### src/rtl/clkdiv_sel_ctrl.sv
// Button-to-select control for the clock divider: 2-FF sync + debounce FSM per button, +/-1 select step.
// Latency: button stable from edge k -> sel_o/chg_o update at edge k+DB_CNT+3. No backpressure.
// Boundary at 7/0 saturates by default; define SELCTRL_WRAP_EN to wrap instead.
module clkdiv_sel_ctrl #(
    parameter int unsigned DB_CNT  = 50000,
    parameter int unsigned CNT_W   = 16,
    parameter logic [2:0]  SEL_RST = 3'd0
) (
    input  logic       clk_i,
    input  logic       rst_i,
    input  logic       btn_up_i,
    input  logic       btn_dn_i,
    output logic [2:0] sel_o,
    output logic       chg_o
);

`ifdef SELCTRL_WRAP_EN
    localparam bit WRAP = 1'b1;
`else
    localparam bit WRAP = 1'b0;
`endif

    typedef enum logic [1:0] {
        DB_IDLE,
        DB_PRESS_W,
        DB_HELD,
        DB_REL_W
    } db_state_t;

    localparam logic [CNT_W-1:0] CNT_LAST = CNT_W'(DB_CNT - 1);
    localparam logic [CNT_W-1:0] CNT_ONE  = CNT_W'(1);

    logic [1:0] btn_raw;
    logic [1:0] press;

    assign btn_raw = {btn_dn_i, btn_up_i};

    // Index 0 = up button, index 1 = down button; both paths are identical.
    for (genvar b = 0; b < 2; b++) begin : g_db
        logic             s1_q;
        logic             s2_q;
        db_state_t        st_q;
        logic [CNT_W-1:0] cnt_q;
        logic             press_q;

        always_ff @(posedge clk_i) begin
            if (rst_i) begin
                s1_q    <= 1'b0;
                s2_q    <= 1'b0;
                st_q    <= DB_IDLE;
                cnt_q   <= '0;
                press_q <= 1'b0;
            end else begin
                s1_q    <= btn_raw[b];
                s2_q    <= s1_q;
                press_q <= 1'b0;
                case (st_q)
                    DB_IDLE: begin
                        if (s2_q) begin
                            st_q  <= DB_PRESS_W;
                            cnt_q <= '0;
                        end
                    end
                    DB_PRESS_W: begin
                        if (!s2_q) begin
                            st_q  <= DB_IDLE;
                            cnt_q <= '0;
                        end else if (cnt_q == CNT_LAST) begin
                            st_q    <= DB_HELD;
                            cnt_q   <= '0;
                            press_q <= 1'b1;
                        end else begin
                            cnt_q <= cnt_q + CNT_ONE;
                        end
                    end
                    DB_HELD: begin
                        if (!s2_q) begin
                            st_q  <= DB_REL_W;
                            cnt_q <= '0;
                        end
                    end
                    DB_REL_W: begin
                        // Bounce while releasing falls back to HELD, so no second press.
                        if (s2_q) begin
                            st_q  <= DB_HELD;
                            cnt_q <= '0;
                        end else if (cnt_q == CNT_LAST) begin
                            st_q  <= DB_IDLE;
                            cnt_q <= '0;
                        end else begin
                            cnt_q <= cnt_q + CNT_ONE;
                        end
                    end
                    default: begin
                        st_q  <= DB_IDLE;
                        cnt_q <= '0;
                    end
                endcase
            end
        end

        assign press[b] = press_q;
    end

    always_ff @(posedge clk_i) begin
        if (rst_i) begin
            sel_o <= SEL_RST;
            chg_o <= 1'b0;
        end else begin
            chg_o <= 1'b0;
            case (press)
                2'b01: begin
                    if (WRAP || sel_o != 3'd7) begin
                        sel_o <= sel_o + 3'd1;
                        chg_o <= 1'b1;
                    end
                end
                2'b10: begin
                    if (WRAP || sel_o != 3'd0) begin
                        sel_o <= sel_o - 3'd1;
                        chg_o <= 1'b1;
                    end
                end
                default: begin
                    sel_o <= sel_o;
                end
            endcase
        end
    end

endmodule

### config.mk
export PLATFORM = sky130hd
export DESIGN_NAME = clkdiv_sel_ctrl
export DESIGN_NICKNAME = d
export VERILOG_FILES = /design/src/rtl/clkdiv_sel_ctrl.sv
export SDC_FILE = /design/constraint.sdc
export NUM_CORES = 1
export LEC_CHECK = 0
export CAP_MARGIN = 20
export CORE_ASPECT_RATIO = 2
export CORE_MARGIN = 2
export CORE_UTILIZATION = 50
export CTS_CLUSTER_DIAMETER = 40
export DETAILED_ROUTE_END_ITERATION = 16
export GPL_ROUTABILITY_DRIVEN = 0
export PLACE_DENSITY = 0.72
export SLEW_MARGIN = 10
export SYNTH_ARGS = -nofsm -noshare
export SYNTH_HDL_FRONTEND = slang
export SYNTH_SLANG_ARGS = --single-unit
### constraint.sdc
create_clock -name clk_i -period 5.9 [get_ports clk_i]
set_input_delay 1.475 -clock clk_i [delete_from_list [all_inputs] [get_ports clk_i]]
set_output_delay 1.475 -clock clk_i [all_outputs]
set_load 0.1 [all_outputs]
==> results of run 1 <==
## state kept, by name (all words and copies together), names as in the netlist, named ones only
| register | count |
|---|---|
| chg_o | 1 |
| g_db.cnt_q | 32 |
| g_db.press_q | 2 |
| g_db.s1_q | 2 |
| g_db.s2_q | 2 |
| g_db.st_q | 2 |
| sel_o | 3 |
## power by group
group / internal, mW / switching [mW] / total [mW]
Combinational: 0.00610 / 0.0114 / 0.0175
Sequential: 0.313 / 0.00231 / 0.315
Clock: 0.0837 / 0.109 / 0.193
## Yosys cell counts, types with 5 or more instances
cell and instances:
dfxtp_1 46, nand2_1 32, nor2_1 25, nand3_1 21, o21ai_0 17, a21oi_1 14, inv_1 13, a31oi_1 12
xor2_1 8, nand4_1 7, or3_1 7, nor3_1 6, clkbuf_1 5
## worst paths after layout
| check | endpoint | slack, ps | depth (start not counted) |
|---|---|---|---|
| max | g_db[1].cnt_q[11] | 2280 | 6 |
| min | g_db[1].s2_q | 450 | 1 |
| max reg2reg | g_db[0].cnt_q[15] | 3580 | 6 |
| min reg2reg | g_db[1].s2_q | 450 | 1 |
## cells in the final DEF, fill, tap and decap left out, types with 3 or more instances in the layout
| cell type | instances |
|---|---|
| nand3_1 | 21 |
| mux2i_1 | 3 |
| and3_1 | 4 |
| or3_1 | 7 |
| inv_1 | 13 |
| a31oi_1 | 12 |
| nor3_1 | 6 |
| o21ai_0 | 17 |
| dfxtp_1 | 46 |
| nand4_1 | 7 |
| clkbuf_8 | 5 |
| a21o_1 | 3 |
| a21oi_1 | 14 |
| xnor2_1 | 4 |
| nor2b_1 | 4 |
| nand2_1 | 32 |
| clkdlybuf4s50_1 | 7 |
| xor2_1 | 8 |
| ha_1 | 4 |
| a211oi_1 | 3 |
| a22o_1 | 3 |
| nor2_1 | 25 |
| nor4bb_1 | 3 |
## through the flow
stage	worst slack (ps)	std cells	utilization, %	hold slack [ps]	power (mW)
after floorplan	3157	272	-	413.8	0.3338
after global placement	2050	324	53.95	446.0	0.3396
after detailed placement	1991	324	53.95	439.4	0.3396
after CTS	2298	332	55.94	461.7	0.5330
after global routing	1990	332	55.94	466.4	0.5475
final	2282	332	55.94	448.5	0.5253
## per-layer routing
| layer | global-route usage (%) | vias up | part of all wire (%) |
|---|---|---|---|
| li1 | - | 993 | - |
| met1 | 22.72 | 939 | 39 |
| met2 | 37.77 | 41 | 56 |
| met3 | 4.545 | 12 | 2.3 |
| met4 | 13.97 | 0 | 2.8 |
| met5 | 0 | - | 0 |
## cell type report
| cell class | count | area (um^2) | share of cell area [%] |
|---|---|---|---|
| clock buffers | 6 | 72.57 | 2.990 |
| multi-input cells | 204 | 1234 | 50.82 |
| inverters | 13 | 48.80 | 2.010 |
| well taps | 54 | 67.56 | 2.784 |
| flip-flops and latches | 46 | 920.9 | 37.94 |
| clock inverters | 2 | 13.76 | 0.5670 |
| repair buffers | 7 | 70.07 | 2.887 |
## worst reg2reg max path, stage by stage, from the launching register on
cell	delay, ps
dfxtp_1	370
ha_1	260
and3_1	240
and4_1	290
nor2_1	700
a41oi_1	220
a31oi_1	180
## cell families after synthesis
group,Yosys count,share of synthesized area [%]
flops,46,40.96
xor+xnor,12,4.674
mux,3,1.336
buf+inv,22,4.174
simple gates,124,29.33
compound gates,60,16.42
fa+ha+maj,5,3.116
==> reports/metrics.yaml, run 1 <==
clock_tree:
  cts_made_buffers: 5
  cts_buffer_depth: 2
  cts-root-buf: "clkbuf_8"
  clk_pin_slew_ps: 90
  tritoncts: "done"
  hold_buffers: 0
  cts.sinks: 46
  clk_latency_ps: 300
  postCtsSetupBuffers: 0
  cts.htree.levels: 2
  post_cts_resized: 0
grt:
  grt-ovfl-total: 0
  antenna_found_initial: 0
  track_usage_pct: 21.78
  grt_max_degree: 20
  grt_pass1_vias: 1983
  grt_first_pass_wirelength_um: 8514
flow_run:
  cap_viol_max_count: 0
setup_path:
  setup.worst_path.class: "in -> reg"
  r2r-start: "g_db[0].cnt_q[0]"
  cp-start-kind: "input pin"
  max_stage_delay_ps: 780
  cp.buffers_inverters: 2
  crit_family: "simple AND/OR/NAND/NOR gates"
  critPathSlowestCell: "nor3_2"
  worstPathMaxFanout: 19
  crit_arrival_ps: 3850
  worstPathRequired_ps: 6140
  cp-end-kind: "register"
  crit_start: "rst_i"
  cp_cell_sequence: "clkdlybuf4s50_1, inv_1, nand2_1, nor3_2, or2b_1, a31oi_1"
timing:
  finalSetupViolations: 0
  slew_violations: 0
  hold_violations: 0
  worst_pin_slew_ps: 982.3
  skew_ps: 7.288
  layout_min_cycle_time_ps: 3618
  slew_headroom_pct: 34.01
  max_freq_ghz: 0.2764
  rsz0062_at_grt: "false"
  period_share_pct: 61.32
  finalSetupTns_ps: 0
floorplan:
  fp.dieW_um: 51.42
  die_h_um: 98.84
  rows: 34
  core_um2: 4339
  start_util_pct: 51.82
  design.die.area_um2: 5082
  io_pins: 8
power_and_ir_drop:
  cellLeakagePower_nw: 0.8222
  ir_drop_v: 0.0002030
  powerDensity_nw_per_um2: 216.4
place:
  place_area_um2: 2341
  dpl.hpwl_um: 3517
  io_buffers: 7
synth:
  netlist_area_um2: 2248
  yosys-top-cells-area: "dfxtp_1 (41%), nand2_1 (5.3%), nand3_1 (4.7%), nor2_1 (4.2%), o21ai_0 (3.8%)"
  ys_warn_count: 0
  syn-num-nets: 281
  ys_ff_latch: 46
  synthDistinctLibCells: 43
  yosysTopAreaCell: "dfxtp_1"
  syn_inst: 272
  synth-edff-count: 0
  seq_area_frac_synth_pct: 40.96
  ys.flop_type: "dfxtp_1"
  synth.top_cell.area_share_pct: 40.96
  synth-async-reset-ratio_pct: 0
  avgSynthCellArea_um2: 8.266
layout:
  area_growth_pct: 7.958
  layout-drive-gt1-share_pct: 3.957
  num-fill-cells: 416
  fin_nets: 286
  antenna_cells: 0
  final_area_um2: 2427
routing:
  drc: 0
  via_count: 1985
  ant_nets: 0
  drt_pass1_iterations: 4
  wl_per_cell_um: 14.54
  vias_per_cell: 5.979
  drt_wl_total_um: 4827
  initialDrtViolationCount: 62
hold_path:
  min_path_type: "reg -> reg"
  hold_start: "g_db[1].s1_q"
outcome:
  status: "finished clean"
Note: power is estimated with default switching activity, not from simulation.
==> run 2: changes to the inputs <==
Clock period 5.9 ns to 3.7 ns, I/O delays scaled along.
==> run 2 against run 1 <==
Effect of this change:
- final cell count rose by 0.90%
- cell area grew 1.8%
- non-clock buffer count up 3
- via count fell by 2.4%
- critical endpoint is now chg_o
- largest power group unchanged
- highest routed layer unchanged
==> reports/metrics.yaml, run 2 (synthesized netlist as in run 1, its figures left out) <==
floorplan:
  rows: 34  # unchanged
  fp.dieW_um: 51.42  # unchanged
  io_pins: 8  # unchanged
  die_h_um: 98.84  # unchanged
  start_util_pct: 51.82  # unchanged
  core_um2: 4339  # unchanged
  design.die.area_um2: 5082  # unchanged
setup_path:
  worstPathMaxFanout: 1  # -18
  crit_family: "buffers and inverters"
  cp-end-kind: "output pin"
  cp-start-kind: "register"
  crit_arrival_ps: 1730  # -2120 ps
  worstPathRequired_ps: 2770  # -3370 ps
  cp.buffers_inverters: 1  # -1
  cp_cell_sequence: "clkdlybuf4s50_1"
  max_stage_delay_ps: 1120  # +340 ps
  setup.worst_path.class: "reg -> out"
  critPathSlowestCell: "clkdlybuf4s50_1"
power_and_ir_drop:
  ir_drop_v: 0.0002487  # +22%
  total_power_mw: 0.9105  # +73%
  pwr-share-clk_pct: 41.7  # +5.0 points
  p_sw_mw: 0.2005  # +63%
  powerDensity_nw_per_um2: 368.6  # +70%
  swShare_pct: 22.02  # -1.4 points
  pwr-share-comb_pct: 3.1  # -0.2 points
  cellLeakagePower_nw: 0.8494  # +3.3%
  sequentialPowerShare_pct: 55.1  # -4.8 points
  p_int_mw: 0.7100  # +76%
place:
  io_buffers: 7  # unchanged
  place_area_um2: 2356  # +0.64%
  place_ws_ps: 1104  # -886.7 ps
  placedCellCount: 327  # +0.93%
  dpl.hpwl_um: 3464  # -1.5%
layout:
  top_regs: "g_db.cnt_q: 32 flops, sel_o: 3 flops"
  final_cell_mix: "dfxtp_1 (46), nand2_1 (32), nor2_1 (25)"
  fin_cells: 335  # +0.90%
  final_core_util_pct: 56.92  # +0.98 points
  antenna_cells: 0  # unchanged
  final_area_um2: 2470  # +1.8%
  area_growth_pct: 9.850
  fin_nets: 289  # +1.0%
  multi_input_area_um2: 1234  # unchanged
  top_register: "g_db.cnt_q"
  regArea_um2: 920.9  # unchanged
  layout_commonest_cell: "dfxtp_1"
  layout-drive-gt1-share_pct: 6.406  # +2.4 points
  num-fill-cells: 435  # +4.6%
  largest_register_ffs: 32  # unchanged
timing:
  max_freq_ghz: 0.3770
  finalSetupTns_ps: 0  # unchanged
  period_share_pct: 71.69
  slew_violations: 0  # unchanged
  worst_pin_slew_ps: 955.0  # -27.26 ps
  hold_violations: 0  # unchanged
  layout_min_cycle_time_ps: 2652
  rsz0062_at_grt: "false"
  whs_ps: 449.3  # +0.7830 ps
  setup_ws_ps: 1048  # -1235 ps
  finalSetupViolations: 0  # unchanged
  skew_ps: 3.634  # -3.654 ps
  slew_headroom_pct: 36.13  # +2.1 points
clock_tree:
  cts_made_buffers: 5  # unchanged
  cts.htree.levels: 2  # unchanged
  hold_buffers: 0  # unchanged
  clk_pin_slew_ps: 90  # about the same
  cts-root-buf: "clkbuf_8"
  clk_latency_ps: 300  # about the same
  tritoncts: "done"
  cts.sinks: 46  # unchanged
  post_cts_resized: 0  # unchanged
  postCtsSetupBuffers: 0  # unchanged
  cts_buffer_depth: 2  # unchanged
routing:
  drt_pass1_iterations: 4  # unchanged
  initialDrtViolationCount: 56  # -9.7%
  drt_wl_total_um: 4656  # -3.5%
  ant_nets: 0  # unchanged
  via_count: 1938  # -2.4%
  vias_per_cell: 5.785  # -3.2%
  wl_per_cell_um: 13.90  # -4.4%
  drc: 0  # unchanged
outcome:
  status: "finished clean"
grt:
  grt_max_degree: 19  # -5.0%
  grt_first_pass_wirelength_um: 7948  # -6.6%
  grt_pass1_vias: 1801  # -9.2%
  track_usage_pct: 20.27  # -1.5 points
  grt-ovfl-total: 0  # unchanged
  antenna_found_initial: 0  # unchanged
flow_run:
  cap_viol_max_count: 0  # unchanged
hold_path:
  min_path_type: "reg -> reg"
## run 2: cell count changes in the layout (fill, tap and decap cells not counted)
cell / previous run / this run
clkbuf_1: 1 / 0
clkinv_4: 1 / 0
clkdlybuf4s50_1: 7 / 4
clkinvlp_4: 0 / 2
bufinv_16: 0 / 1
buf_4: 0 / 6
clkinv_2: 1 / 0
## run 2: area by class of cell
cell class                 instances  share of cell area [%]
inverter                          13                   1.976
sequential                        46                   37.28
timing repair buffer              10                   3.445
clock inverter                     3                   1.824
tap                               54                   2.736
multi-input combinational        204                   49.95
clock buffer                       5                   2.786
## run 2: worst paths after layout
| check | from | end | slack (ps) | cells past startpoint |
|---|---|---|---|---|
| worst max-delay path | chg_o | chg_o | 1050 | 1 |
| worst min-delay path | g_db[1].s1_q | g_db[1].s2_q | 450 | 1 |
| worst max register to register | g_db[0].cnt_q[0] | g_db[0].cnt_q[13] | 1690 | 6 |
| worst min register to register | g_db[1].s1_q | g_db[1].s2_q | 450 | 1 |
## run 2: power groups by stage
stage	clock [mW]	combinational [mW]	sequential, mW
floorplan	0	0.0202	0.512
global placement	0	0.0282	0.514
detailed placement	0	0.0286	0.514
CTS	0.390	0.0287	0.502
global route	0.410	0.0324	0.503
finish	0.380	0.0284	0.502
## run 2: per-layer routing
| layer | up-vias | share of wire, % | global-route usage (%) |
|---|---|---|---|
| li1 | 1001 | - | - |
| met1 | 909 | 40 | 20.91 |
| met2 | 19 | 56 | 37.97 |
| met3 | 9 | 1.7 | 3.333 |
| met4 | 0 | 2.5 | 8.907 |
| met5 | - | 0 | 0 |
==> run 3: changes to the inputs <==
Settings changed: PLACE_DENSITY 0.72 to 0.75.
Clock period 3.7 ns to 2.19 ns, I/O delays scaled along.
==> run 3 against run 2 <==
Effect of this change:
- final cell count grew 3.6%
- hold slack worse by 1.5 ps
- non-clock buffer count grew 12
- via count grew 2.8%
- critical path type is now reg -> reg
==> reports/metrics.yaml, run 3 (synthesized netlist as in run 1, its figures left out) <==
setup_path:
  setup.worst_path.class: "reg -> reg"
  crit_family: "simple AND/OR/NAND/NOR gates"
  worstPathRequired_ps: 2390  # -380 ps
  cp-start-kind: "register"
  r2r_cells: 6  # unchanged
  r2r-start: "g_db[1].cnt_q[6]"
  max_stage_delay_ps: 570  # -550 ps
  crit_start: "g_db[1].cnt_q[6]"
  regToRegSetupSlack_ps: 200  # -1490 ps
  rr_endpoint: "g_db[1].cnt_q[5]"
  cp_cell_sequence: "or4bb_1, nor4_4, nor3_2, buf_4, a21o_1, a22o_1"
  crit_arrival_ps: 2190  # +460 ps
  critPathSlowestCell: "or4bb_1"
  cp-end-kind: "register"
  cp.buffers_inverters: 1  # unchanged
  worstPathMaxFanout: 17  # +16
timing:
  slew_violations: 0  # unchanged
  max_freq_ghz: 0.5024
  whs_ps: 447.8  # -1.480 ps
  period_share_pct: 90.89
  worst_pin_slew_ps: 929.2  # -25.87 ps
  hold_violations: 0  # unchanged
  finalSetupViolations: 0  # unchanged
  skew_ps: 5.897  # +2.263 ps
  rsz0062_at_grt: "false"
  layout_min_cycle_time_ps: 1991
  setup_ws_ps: 199.4  # -848.1 ps
  slew_headroom_pct: 37.58  # +1.4 points
clock_tree:
  clk_pin_slew_ps: 90  # about the same
  tritoncts: "done"
  cts.htree.levels: 2  # unchanged
  cts_made_buffers: 5  # unchanged
  post_cts_resized: 0  # unchanged
  hold_buffers: 0  # unchanged
  postCtsSetupBuffers: 0  # unchanged
  cts.sinks: 46  # unchanged
  cts_buffer_depth: 2  # unchanged
  clk_latency_ps: 300  # about the same
  cts-root-buf: "clkbuf_8"
floorplan:
  design.die.area_um2: 5082  # unchanged
  start_util_pct: 51.82  # unchanged
  rows: 34  # unchanged
  io_pins: 8  # unchanged
  fp.dieW_um: 51.42  # unchanged
  core_um2: 4339  # unchanged
  die_h_um: 98.84  # unchanged
power_and_ir_drop:
  pwr-share-comb_pct: 3.7  # +0.6 points
  sequentialPowerShare_pct: 59.2  # +4.1 points
  p_int_mw: 1.088  # +53%
  swShare_pct: 24.02  # +2.0 points
  cellLeakagePower_nw: 0.9061  # +6.7%
  ir_drop_v: 0.0005724  # +130%
  p_sw_mw: 0.3439  # +72%
  powerDensity_nw_per_um2: 565.2  # +53%
  pwr-share-clk_pct: 37.1  # -4.6 points
hold_path:
  hold-path-endpoint: "g_db[0].s2_q"
  min_path_cells: 1  # unchanged
  min_path_type: "reg -> reg"
  hold_start: "g_db[0].s1_q"
routing:
  drt_pass1_iterations: 4  # unchanged
  ant_nets: 0  # unchanged
  drt_wl_total_um: 4823  # +3.6%
  initialDrtViolationCount: 70  # +25%
  wl_per_cell_um: 13.90  # about the same
  vias_per_cell: 5.741  # -0.77%
  via_count: 1992  # +2.8%
  drc: 0  # unchanged
layout:
  top_regs: "g_db.cnt_q: 32 flops, sel_o: 3 flops"
  top_register: "g_db.cnt_q"
  area_growth_pct: 12.69
  final_core_util_pct: 58.39  # +1.5 points
  layout_commonest_cell: "dfxtp_1"
  num-fill-cells: 400  # -8.0%
  fin_nets: 301  # +4.2%
  final_cell_mix: "dfxtp_1 (46), nand2_1 (32), nor2_1 (25)"
  fin_cells: 347  # +3.6%
  layout-drive-gt1-share_pct: 10.58  # +4.2 points
  largest_register_ffs: 32  # unchanged
  antenna_cells: 0  # unchanged
grt:
  grt_max_degree: 18  # -1
  grt_pass1_vias: 1935  # +7.4%
  track_usage_pct: 21.32  # +1.1 points
  antenna_found_initial: 0  # unchanged
  grt-ovfl-total: 0  # unchanged
  grt_first_pass_wirelength_um: 8362  # +5.2%
place:
  io_buffers: 7  # unchanged
  placedCellCount: 339  # +3.7%
  place_ws_ps: -59.38  # -1164 ps
  dpl.hpwl_um: 3645  # +5.2%
outcome:
  status: "finished clean"
flow_run:
  cap_viol_max_count: 0  # unchanged
-- run 3: metal layers --
metal | global-route usage [%] | wire [um] | vias to the layer above
li1 | - | - | 1015
met1 | 21.57 | 1847 | 934
met2 | 39.64 | 2749 | 33
met3 | 4.545 | 120 | 10
met4 | 9.514 | 106 | 0
met5 | 0 | 0 | -
-- run 3: layout make-up --
class / count / area [um^2] / share of cell area [%]
Inverter: 13 / 48.80 / 1.926
Timing Repair Buffer: 22 / 172.7 / 6.815
Sequential cell: 46 / 920.9 / 36.35
Tap cell: 54 / 67.56 / 2.667
Multi-Input combinational cell: 204 / 1234 / 48.69
Clock buffer: 5 / 68.82 / 2.716
Clock inverter: 3 / 21.27 / 0.8395
-- run 3: power by group through the flow --
| stage | clock network, mW | registers, mW | logic, mW |
|---|---|---|---|
| global placement | 0 | 0.867 | 0.0521 |
| CTS | 0.534 | 0.848 | 0.0534 |
| finish | 0.531 | 0.848 | 0.0528 |
| floorplan | 0 | 0.865 | 0.0340 |
| global route | 0.581 | 0.849 | 0.0587 |
| detailed placement | 0 | 0.867 | 0.0532 |
-- run 3: metrics by stage --
step | cell area [um^2] | power (mW) | TNS [ps]
2_1_floorplan | 2248 | 0.8992 | 0
3_3_place_gp | 2444 | 0.9195 | 0
3_5_place_dp | 2444 | 0.9205 | -90.72
4_1_cts | 2534 | 1.435 | 0
5_1_grt | 2534 | 1.489 | 0
6_report | 2534 | 1.432 | 0
-- run 3: how the worst max path moves through the flow --
stage	end	slack, ps	depth (start not counted)
after global placement	g_db[1].cnt_q[9]	20	3
after CTS	g_db[1].cnt_q[5]	190	6
final	g_db[1].cnt_q[5]	200	6
after detailed placement	g_db[0].cnt_q[14]	-60	5
after global routing	g_db[1].cnt_q[10]	70	7
after floorplan	sel_o[2]	30	6
==> edit: new RTL, config.mk and constraints of run 2 <==
Set the parameter `CNT_W` to 32 (it was 16).
--- a/src/rtl/clkdiv_sel_ctrl.sv
+++ b/src/rtl/clkdiv_sel_ctrl.sv
@@ -4,5 +4,5 @@
 module clkdiv_sel_ctrl #(
     parameter int unsigned DB_CNT  = 50000,
-    parameter int unsigned CNT_W   = 16,
+    parameter int unsigned CNT_W   = 32,
     parameter logic [2:0]  SEL_RST = 3'd0
 ) (
Formal check against the unedited RTL: no difference found for any inputs over 10 cycles, from zero or initial values and one cycle with rst_i high; that may be too few to reach the edited logic, so the function may still have changed.
==> edit against run 2 <==
  * Total power up 100%
  * Synthesized area up 93%
  * Worst hold slack better by 0.0026 ns
  * Routed wire length up 140%
  * Worst setup slack worse by 0.17 ns
  * Critical path depth unchanged
  * Sequential cell count up 32
  * Register-to-register slack worse by 0.74 ns
  * First-iteration DRC count rose to 5.5 times the old value
  * Global-route usage up 3.9 points
  * Count of clock-buffer cells in the layout up 4
  * Cell area up 91%
==> edit: results (changes against run 2) <==
outcome: "finished clean"
timing.rr.end: "g_db[0].cnt_q[3]"
met3_length_um: 313  # +300%
max_stage_delay_ns: 1.16  # +0.04 ns
drive_gt1_frac: 0.0702  # +0.00615
drtIter0Drc: 310  # +450%
met3_usage: 0.0372  # +0.00387
crit_end: "sel_o[1]"
grt_first_pass_wirelength_um: 18300  # +130%
r2r_slack_ns: 0.95  # -0.74 ns
post-route-period-util: 0.762  # +0.0448
drt_wl_total_um: 11100  # +140%
critPathArrivalTime_ns: 1.89  # +0.16 ns
p_sw_uw: 430  # +110%
dp_hpwl_um: 7810  # +130%
insertion_delay_ns: 0.33  # +0.03 ns
nets: 532  # +84%
cp_max_fo: 5  # +4
skew_ns: 0.00391  # +0.000274 ns
htreeDepth: 3  # +1
cellLeakagePower_uw: 0.00157  # +85%
cp-startpoint: "sel_o[1]"
path_clk_slew_ns: 0.06  # -0.03 ns
ys_seq_area_frac: 0.360  # -0.0491
synth.top_cells.by_count: "dfxtp_1, nand2_1, nand3_1"
pre_cts_ws_ns: 0.971  # -0.133 ns
met1_usage: 0.243  # +0.0338
synth.area.top_cells: "dfxtp_1, nor4_1, nand2_1"
synth.net_count: 537  # +91%
ir_worst_vdd_v: 0.000344  # +38%
met1_length_um: 4270  # +130%
p_clk_frac: 0.487  # +0.070
clock-root-buffer: "clkbuf_16"
yosysUniqueCellTypes: 67  # +56%
relSlewSlack: 0.353  # -0.00840
grt_max_degree: 47  # +28
## edit: changes by cell type after synthesis, sizes merged, moves of 11 or more
| cell | before | now |
|---|---|---|
| nand2 | 32 | 43 |
| nand3 | 21 | 32 |
| dfxtp | 46 | 78 |
| nor3 | 7 | 26 |
| nor4 | 3 | 27 |
| clkbuf | 5 | 17 |
## edit: final cells by class
| type | instances | area [um^2] |
|---|---|---|
| Tap cell | 100 | 125 |
| Sequential cell | 78 | 1560 |
| Inverter | 18 | 67.6 |
| Clock buffer | 9 | 225 |
| Timing Repair Buffer | 13 | 105 |
| Fill cell | 804 | 3800 |
| Clock inverter | 7 | 75.1 |
| Multi-Input combinational cell | 402 | 2560 |
## edit: logic make-up (layout without fill, tap and decap cells)
group / Yosys count / in the layout / share of synthesized area
xor gates and xnor gates: 13 / 13 / 0.0263
DFF: 78 / 78 / 0.360
buffers and inverters: 47 / 47 / 0.0497
AOI/OAI and AO/OA: 133 / 133 / 0.215
and+or+nand+nor: 247 / 247 / 0.322
adders and majority gates: 6 / 6 / 0.0191
muxes: 3 / 3 / 0.00722
## edit: worst min path at each step
stage	endpoint	slack, ns	cells past startpoint
after global placement	g_db[0].s2_q	0.41	1
final	g_db[0].s2_q	0.45	1
after global routing	g_db[1].s2_q	0.46	1
after floorplan	g_db[0].s2_q	0.41	1
after detailed placement	g_db[1].s2_q	0.43	1
after CTS	g_db[1].s2_q	0.45	1
## edit: metrics by stage
step	cells	cell area (um^2)	power, uW
2_1_floorplan	527	4330	931
3_3_place_gp	611	4420	953
3_5_place_dp	611	4420	954
4_1_cts	627	4720	1840
5_1_grt	627	4720	1890
6_report	627	4720	1830
